File: config.mk
export PLATFORM = sky130hd
export DESIGN_NAME = hls_run_sequencer
export DESIGN_NICKNAME = d
export VERILOG_FILES = /design/src/rtl/hls_run_sequencer.sv
export SDC_FILE = /design/constraint.sdc
export NUM_CORES = 1
export LEC_CHECK = 0
export ABC_AREA = 1
export ABC_CLOCK_PERIOD_IN_PS = 3700
export CAP_MARGIN = 0
export CELL_PAD_IN_SITES_DETAIL_PLACEMENT = 1
export CELL_PAD_IN_SITES_GLOBAL_PLACEMENT = 1
export CORE_ASPECT_RATIO = 2
export CORE_MARGIN = 1
export CORE_UTILIZATION = 35
export DETAILED_ROUTE_END_ITERATION = 8
export PLACE_DENSITY = 0.76
export SLEW_MARGIN = 20
export SYNTH_ARGS = -nofsm -noshare
export SYNTH_HDL_FRONTEND = slang
export SYNTH_SLANG_ARGS = --single-unit
File: constraint.sdc
create_clock -name clock -period 3.7 [get_ports clock]
set_input_delay 0.555 -clock clock [delete_from_list [all_inputs] [get_ports clock]]
set_output_delay 0.555 -clock clock [all_outputs]
set_load 0.05 [all_outputs]
File: src/rtl/hls_run_sequencer.sv
// hls_run_sequencer: drives an HLS top (Bambu start/done) through a
// campaign of back-to-back runs and collects per-run latency statistics.
//
// Ports:
//   clock, reset        rising-edge clock, synchronous active-high reset
//   cfg_start           pulse to begin a campaign (ignored while busy)
//   cfg_num_runs        number of runs, sampled with cfg_start
//   cfg_timeout         per-run cycle limit, 0 selects DEF_TIMEOUT
//   dut_reset_n         active-low reset to the HLS top
//   dut_start_port      one-cycle start pulse to the HLS top
//   dut_done_port       done from the HLS top
//   busy                campaign in progress
//   res_valid           one-cycle pulse, res_* describe the finished run
//   res_run_idx         0-based index of the reported run
//   res_cycles          latency (or timeout limit) of the reported run
//   res_timeout         reported run hit the timeout
//   all_done            one-cycle pulse at the end of the campaign
//   runs_ok, runs_to    completed / timed-out run counters
//   min_cycles          minimum latency over completed runs
//   max_cycles          maximum latency over completed runs
//   total_cycles        saturating latency sum over completed runs

module hls_run_sequencer #(
    parameter int              CNT_W       = 32,
    parameter int              TOT_W       = 48,
    parameter int              RUNS_W      = 8,
    parameter longint unsigned DEF_TIMEOUT = 200000000,
    parameter int              DUT_RST_CYC = 2
) (
    input  logic              clock,
    input  logic              reset,
    input  logic              cfg_start,
    input  logic [RUNS_W-1:0] cfg_num_runs,
    input  logic [CNT_W-1:0]  cfg_timeout,
    output logic              dut_reset_n,
    output logic              dut_start_port,
    input  logic              dut_done_port,
    output logic              busy,
    output logic              res_valid,
    output logic [RUNS_W-1:0] res_run_idx,
    output logic [CNT_W-1:0]  res_cycles,
    output logic              res_timeout,
    output logic              all_done,
    output logic [RUNS_W-1:0] runs_ok,
    output logic [RUNS_W-1:0] runs_to,
    output logic [CNT_W-1:0]  min_cycles,
    output logic [CNT_W-1:0]  max_cycles,
    output logic [TOT_W-1:0]  total_cycles
);

    localparam logic [CNT_W-1:0] DEF_TO = CNT_W'(DEF_TIMEOUT);

    localparam int RC_W = (DUT_RST_CYC > 1) ? $clog2(DUT_RST_CYC) : 1;

    localparam logic [RC_W-1:0] RC_LAST = RC_W'(DUT_RST_CYC - 1);

    typedef enum logic [2:0] {
        S_IDLE,
        S_DUT_RST,
        S_START,
        S_WAIT,
        S_REPORT,
        S_FINISH
    } state_t;

    state_t            state;
    logic [RUNS_W-1:0] num_runs_q;
    logic [RUNS_W-1:0] run_idx;
    logic [CNT_W-1:0]  timeout_q;
    logic [CNT_W-1:0]  cnt;
    logic [RC_W-1:0]   rst_cnt;

    logic [CNT_W-1:0]  eff_timeout;
    logic              in_run;
    logic              hit_done;
    logic              hit_to;
    logic [TOT_W:0]    sum_ext;
    logic [TOT_W-1:0]  total_next;
    logic              first_ok;
    logic [CNT_W-1:0]  min_next;
    logic [CNT_W-1:0]  max_next;
    logic              last_run;

    always_comb begin
        eff_timeout = (cfg_timeout == '0) ? DEF_TO : cfg_timeout;

        // done is only meaningful while a run is in flight
        in_run   = (state == S_START) || (state == S_WAIT);
        hit_done = in_run && dut_done_port;
        // a done arriving on the timeout cycle still counts as completed
        hit_to   = in_run && !dut_done_port && (cnt == timeout_q);

        // one extra bit catches the carry used for saturation
        sum_ext    = {1'b0, total_cycles} + (TOT_W + 1)'(cnt);
        total_next = sum_ext[TOT_W] ? '1 : sum_ext[TOT_W-1:0];

        // the first completed run seeds both extremes
        first_ok = (runs_ok == '0);
        min_next = (first_ok || cnt < min_cycles) ? cnt : min_cycles;
        max_next = (first_ok || cnt > max_cycles) ? cnt : max_cycles;

        last_run = (run_idx == num_runs_q - 1'b1);
    end

    always_ff @(posedge clock) begin
        if (reset) begin
            state          <= S_IDLE;
            num_runs_q     <= '0;
            run_idx        <= '0;
            timeout_q      <= '0;
            cnt            <= '0;
            rst_cnt        <= '0;
            dut_reset_n    <= 1'b0;
            dut_start_port <= 1'b0;
            busy           <= 1'b0;
            res_valid      <= 1'b0;
            res_run_idx    <= '0;
            res_cycles     <= '0;
            res_timeout    <= 1'b0;
            all_done       <= 1'b0;
            runs_ok        <= '0;
            runs_to        <= '0;
            min_cycles     <= '0;
            max_cycles     <= '0;
            total_cycles   <= '0;
        end else begin
            res_valid      <= 1'b0;
            all_done       <= 1'b0;
            dut_start_port <= 1'b0;

            unique case (state)
                S_IDLE: begin
                    if (cfg_start) begin
                        num_runs_q   <= cfg_num_runs;
                        timeout_q    <= eff_timeout;
                        run_idx      <= '0;
                        runs_ok      <= '0;
                        runs_to      <= '0;
                        min_cycles   <= '0;
                        max_cycles   <= '0;
                        total_cycles <= '0;
                        busy         <= 1'b1;
                        if (cfg_num_runs == '0) begin
                            state    <= S_FINISH;
                            all_done <= 1'b1;
                        end else begin
                            state       <= S_DUT_RST;
                            dut_reset_n <= 1'b0;
                            rst_cnt     <= '0;
                        end
                    end
                end

                S_DUT_RST: begin
                    if (rst_cnt == RC_LAST) begin
                        state          <= S_START;
                        dut_reset_n    <= 1'b1;
                        dut_start_port <= 1'b1;
                        cnt            <= CNT_W'(1);
                    end else begin
                        rst_cnt <= rst_cnt + 1'b1;
                    end
                end

                S_START, S_WAIT: begin
                    if (hit_done) begin
                        state        <= S_REPORT;
                        res_valid    <= 1'b1;
                        res_run_idx  <= run_idx;
                        res_cycles   <= cnt;
                        res_timeout  <= 1'b0;
                        runs_ok      <= runs_ok + 1'b1;
                        min_cycles   <= min_next;
                        max_cycles   <= max_next;
                        total_cycles <= total_next;
                    end else if (hit_to) begin
                        state       <= S_REPORT;
                        res_valid   <= 1'b1;
                        res_run_idx <= run_idx;
                        res_cycles  <= timeout_q;
                        res_timeout <= 1'b1;
                        runs_to     <= runs_to + 1'b1;
                    end else begin
                        state <= S_WAIT;
                        cnt   <= cnt + 1'b1;
                    end
                end

                S_REPORT: begin
                    if (last_run) begin
                        state    <= S_FINISH;
                        all_done <= 1'b1;
                    end else begin
                        state       <= S_DUT_RST;
                        run_idx     <= run_idx + 1'b1;
                        dut_reset_n <= 1'b0;
                        rst_cnt     <= '0;
                    end
                end

                S_FINISH: begin
                    state <= S_IDLE;
                    busy  <= 1'b0;
                end

                default: begin
                    state <= S_IDLE;
                    busy  <= 1'b0;
                end
            endcase
        end
    end

endmodule

After elaboration in Yosys (flattened, before gate mapping)
Cells that the tools add are included.
{"block": "word_totals", "inputBits": 44, "regBits": 258, "wordCells": 132}
{"block": "classes", "n_bitwise": 3, "n_lt_le_gt_ge": 2, "n_addsub": 7, "n_eq_ne": 16, "n_reduce_logical": 32, "muxes": 53}
{"op": "$mux 32", "n": 11}
{"op": "$pmux 32 s2", "n": 3}
{"op": "$mux 48", "n": 3}
{"op": "$pmux 48 s2", "n": 1}
{"op": "$mux 8", "n": 7}
{"op": "$add 48x32->49", "n": 1}
{"op": "$pmux 8 s2", "n": 3}
{"op": "$add 32x1->32 const B", "n": 1}
{"op": "$eq 32x32->1", "n": 1}
{"op": "$gt 32x32->1", "n": 1}
{"op": "$logic_not 32->1", "n": 1}
{"op": "$lt 32x32->1", "n": 1}
{"op": "$add 8x1->8 const B", "n": 3}
{"op": "$ne 2x2->1 const B", "n": 10}
{"op": "$reduce_and 4->1", "n": 5}
{"op": "$mux 3", "n": 6}
{"op": "$logic_not 8->1", "n": 2}
{"op": "$mux 1", "n": 14}
{"op": "$pmux 3 s4", "n": 1}
{"op": "$eq 8x8->1", "n": 1}
{"op": "$reduce_and 2->1", "n": 4}
{"op": "$reduce_bool 2->1", "n": 4}
{"op": "$sub 8x1->8 const B", "n": 1}
{"op": "$eq 3x2->1 const B", "n": 2}
{"op": "15 further kinds", "n": 26}

Logic depth before layout (Yosys ltp)
{"block": "depth", "ltp_word": 7, "mapped_depth": 20, "ltp_nobuf": 19}

Worst setup path after synthesis
Ideal clock, no wire load.
{"block": "synth_path", "kind": "register -> register", "start": "register total_cycles[0]", "end": "register total_cycles[43]", "t_required_ns": 3.568, "arrival_time_ns": 2.300, "setup_slack_ns": 1.268, "setup_ns": 0.132, "stages_incl_launch_ff": 16, "path_buffers": 1, "cell_sequence": "dfxtp_1 ha_1 fa_1 nand3_1 nand3_2 nand2_1 nand3_2 nand2_1 nand2_2 nand2_1 nand2_2 nand2_2 buf_2 nand3_1 nand2_1 a21oi_1"}
{"block": "synth_between", "elab_chain_cells": 4}
{"item": "start, declared", "line_no": "48", "text": "output logic [TOT_W-1:0] total_cycles"}
{"item": "start signal, assigned", "line_no": "175", "text": "total_cycles <= total_next;"}
{"item": "$add 48x32->49", "line_no": "94", "text": "sum_ext = {1'b0, total_cycles} + (TOT_W + 1)'(cnt);"}
{"item": "$mux 48", "line_no": "95", "text": "total_next = sum_ext[TOT_W] ? '1 : sum_ext[TOT_W-1:0];"}
{"item": "$mux 48", "line_no": "166", "text": "if (hit_done) begin"}
{"item": "$pmux 48 s2", "line_no": "131", "text": "unique case (state)"}
Every way passes these cells. The select of a mux whose other input is x is not followed.
A chain may end at the register's enable or synchronous reset.

Final worst setup path
{"block": "layout_path", "start": "register cnt[0]", "end": "register total_cycles[35]"}
{"block": "layout_between", "elab_chain_cells": 4}
{"item": "start, declared", "line_no": "70", "text": "logic [CNT_W-1:0] cnt;"}
{"item": "start signal, assigned", "line_no": "185", "text": "cnt <= cnt + 1'b1;"}
{"item": "$add 48x32->49", "line_no": "94"}
{"item": "$mux 48", "line_no": "95"}
{"item": "$mux 48", "line_no": "166"}
{"item": "$pmux 48 s2", "line_no": "131"}
Every way passes these cells. The select of a mux whose other input is x is not followed.

==> metrics.txt <==
XOR/XNOR share of the synthesized area 3.938%; area leader, netlist dfxtp_1; Synth top cells by count nand2_1, nor2_1, inv_1, dfxtp_1, a21oi_1; Crit path required time 4100 ps; P_leak 9.533 nW; power per cell area 616.3 mW/mm²; CP Max Fanout 22; clk buf depth 3; Final Util 43.03%; WP data arrival 3410 ps; worst setup path class reg2reg; min-delay worst type in2reg; main combinational cell family by area after synthesis simple AND/OR/NAND/NOR gates; post-synthesis register bit count 258; Tmin final 3014 ps; EDFF count, synth 0; share of flip-flops with an asynchronous set or reset 0%; # resized after CTS 0; fraction of the mapped netlist area in adder cells 7.333%; dominant cells by area after synthesis dfxtp_1, nand2_1, nor2_1; RD Place Congestion 0.9944; pin count of the biggest net entering global routing 85; register area share after synthesis 29.50%; RSZ-0062 raised after global routing no; CTS tree built; peak supply drop 0.4149 mV; max-cap viol count 0; Slew HR 29.04%; unique cell type count in the Yosys netlist 49; Avg WL per Cell 20.17 µm; total congestion overflow 0; Clock power frac 21.9%; Compound-Gate Fraction of Synth Area 11.61%; Synth Area per Inst 6.160 µm²; first-pass GRT wire length 114400 µm; Placed Area 0.02028 mm²; Hold Buf Count CTS 0; status finished, final reports clean; combinational share of power 48.3%; # diodes 0; Vias 19.26k; period utilisation layout 81.47%; die area 0.05097 mm²; Clk Latency, worst-skew pair 580 ps; H-tree depth 1; Fin Setup TNS 0 ps; post-synthesis simple-gate area fraction 36.37%; first-iteration detailed-routing DRC count 754; share of cells above drive strength 1 4.715%; crit start category flop; TritonCTS buffer count 27; Sw Pwr 6.227 mW; sequential share of power 29.8%; Layout Skew 24.75 ps; warnings from Yosys 0; Routed Antenna Nets 0; Clock transition at path regs 70 ps; DRC 0; postcts setup bufs 0; pins over their slew limit 0; PortBufs 217; Rows 115; count of mapped cells out of synthesis 2842; Area growth, synth to finish 20.96%; Synth top area share 29.50%; DP Wirelength 59200 µm; total track usage 28.89%; maximum clock frequency 331.8 MHz; clock tree root buffer cell clkbuf_16; syn nets 2988; clock tree sinks 258; Post-synth top flop dfxtp_1; Core ar. 0.04921 mm²; # IOs 218; initial antenna violation count 0; DRT Pass-1 Iters 5; Multi-input gate area 0.01038 mm²; mux share of post-synthesis cell area 0%; total chip power 13.05 mW; measured slew at the worst slew-check pin 1064 ps; FF+latch area 0.005165 mm²; fin nets 3161; Finished Cell Area 0.02118 mm²; WL final 74160 µm; die width 160.1 µm; most common cell in the synthesized netlist nand2_1; mapped cell area 0.01751 mm²; # fillers 6605; vias in the first global route 20.76k; DIE HEIGHT 318.3 µm; initial core utilization 35.57%; sw frac 47.71%; Critical Path End Type flop; Setup-failing EPs final 0; vias per std cell 5.238; Fin. Hold Viols 0; internal power 6.824 mW
layout by cell type (no fill, tap or decap), types with 3 or more instances in the layout:
| cell type | Yosys | routed |
|---|---|---|
| nand4_1 | 47 | 47 |
| nor4_1 | 3 | 3 |
| nor3b_1 | 7 | 7 |
| or2_2 | 4 | 4 |
| xnor2_1 | 22 | 22 |
| clkbuf_16 | 0 | 27 |
| o21ai_0 | 143 | 143 |
| clkdlybuf4s50_1 | 0 | 216 |
| xor2_1 | 53 | 53 |
| and2_1 | 3 | 3 |
| nand3_1 | 179 | 179 |
| nor3_1 | 41 | 41 |
| clkbuf_8 | 0 | 3 |
| a21o_1 | 3 | 3 |
| ha_1 | 101 | 101 |
| inv_1 | 363 | 363 |
| nor2_1 | 405 | 404 |
| clkinvlp_4 | 0 | 4 |
| buf_4 | 2 | 39 |
| nor2_2 | 9 | 9 |
| bufinv_16 | 0 | 3 |
| nand3_2 | 4 | 4 |
| inv_2 | 18 | 17 |
| o22ai_1 | 17 | 17 |
| nand2_1 | 780 | 779 |
| nand3b_1 | 18 | 18 |
| nand2_2 | 8 | 9 |
| and3_1 | 3 | 3 |
| a21oi_1 | 203 | 203 |
| o21bai_1 | 6 | 6 |
| a31oi_1 | 9 | 9 |
| clkinv_2 | 0 | 5 |
| dfxtp_1 | 258 | 258 |
registers in the layout, indices dropped and copies added (netlist names), 32 cells and up:
name and flops:
max_cycles 32, timeout_q 32, min_cycles 32, res_cycles 32, cnt 32, total_cycles 48
area by class of cell:
| class | instances | area share, % |
|---|---|---|
| Clock inverter | 15 | 0.8095 |
| Tap cell | 643 | 3.799 |
| Timing Repair Buffer | 257 | 11.78 |
| Clock buffer | 32 | 3.421 |
| Sequential cell | 258 | 24.39 |
| Multi-Input combinational cell | 2090 | 49.03 |
| Inverter | 381 | 6.766 |
worst paths after layout:
kind	startpoint	end	slack, ps	cells past startpoint
setup / recovery	cnt[0]	total_cycles[35]	690	14
hold / removal	reset	runs_to[4]	410	2
setup reg to reg	cnt[0]	total_cycles[35]	690	14
hold reg to reg	dut_reset_n	dut_reset_n	460	2
routing by layer:
layer  routed length [µm]  vias up  track usage (%)
li1                     -     9343                -
met1                25950     9217            27.13
met2                39750      467            56.31
met3                 2308      228            2.996
met4                 6155        0            21.90
met5                    0        -                0
critical path, cell delays in order (launching register included):
cell and delay (ps):
dfxtp_1 420, ha_1 290, fa_1 420, nand3_1 140, nand3_2 150, nand2_1 110, nand3_2 110, nand2_1 100
nand2_2 110, nand2_1 140, nand2_2 80, nand2_2 440, nand3_1 150, nand2_1 90, a21oi_1 80
power groups by stage:
| stage | Combinational [mW] | Sequential [mW] | Clock [mW] |
|---|---|---|---|
| global route | 6.85 | 3.93 | 3.02 |
| finish | 6.30 | 3.89 | 2.86 |
| detailed placement | 6.30 | 3.94 | 0 |
| CTS | 6.33 | 3.89 | 2.93 |
| floorplan | 2.90 | 5.10 | 0 |
| global placement | 6.09 | 3.93 | 0 |
cell families (layout without fill, tap and decap cells):
group	Yosys count	count (layout)
buffers and inverters	494	685
xor gates and xnor gates	77	77
AOI/OAI and AO/OA	390	390
adders and majority gates	102	102
DFF	258	258
and+or+nand+nor	1521	1521
through the flow:
step	std cells	setup slack (ps)	hold WS [ps]
after detailed placement	3629	648.1	459.4
after global placement	3629	715.3	439.7
after floorplan	2842	1268	466.5
after global routing	3676	478.0	415.3
after CTS	3676	645.6	377.2
final	3676	685.7	407.7
No activity file was read; power rests on OpenSTA's default activity.
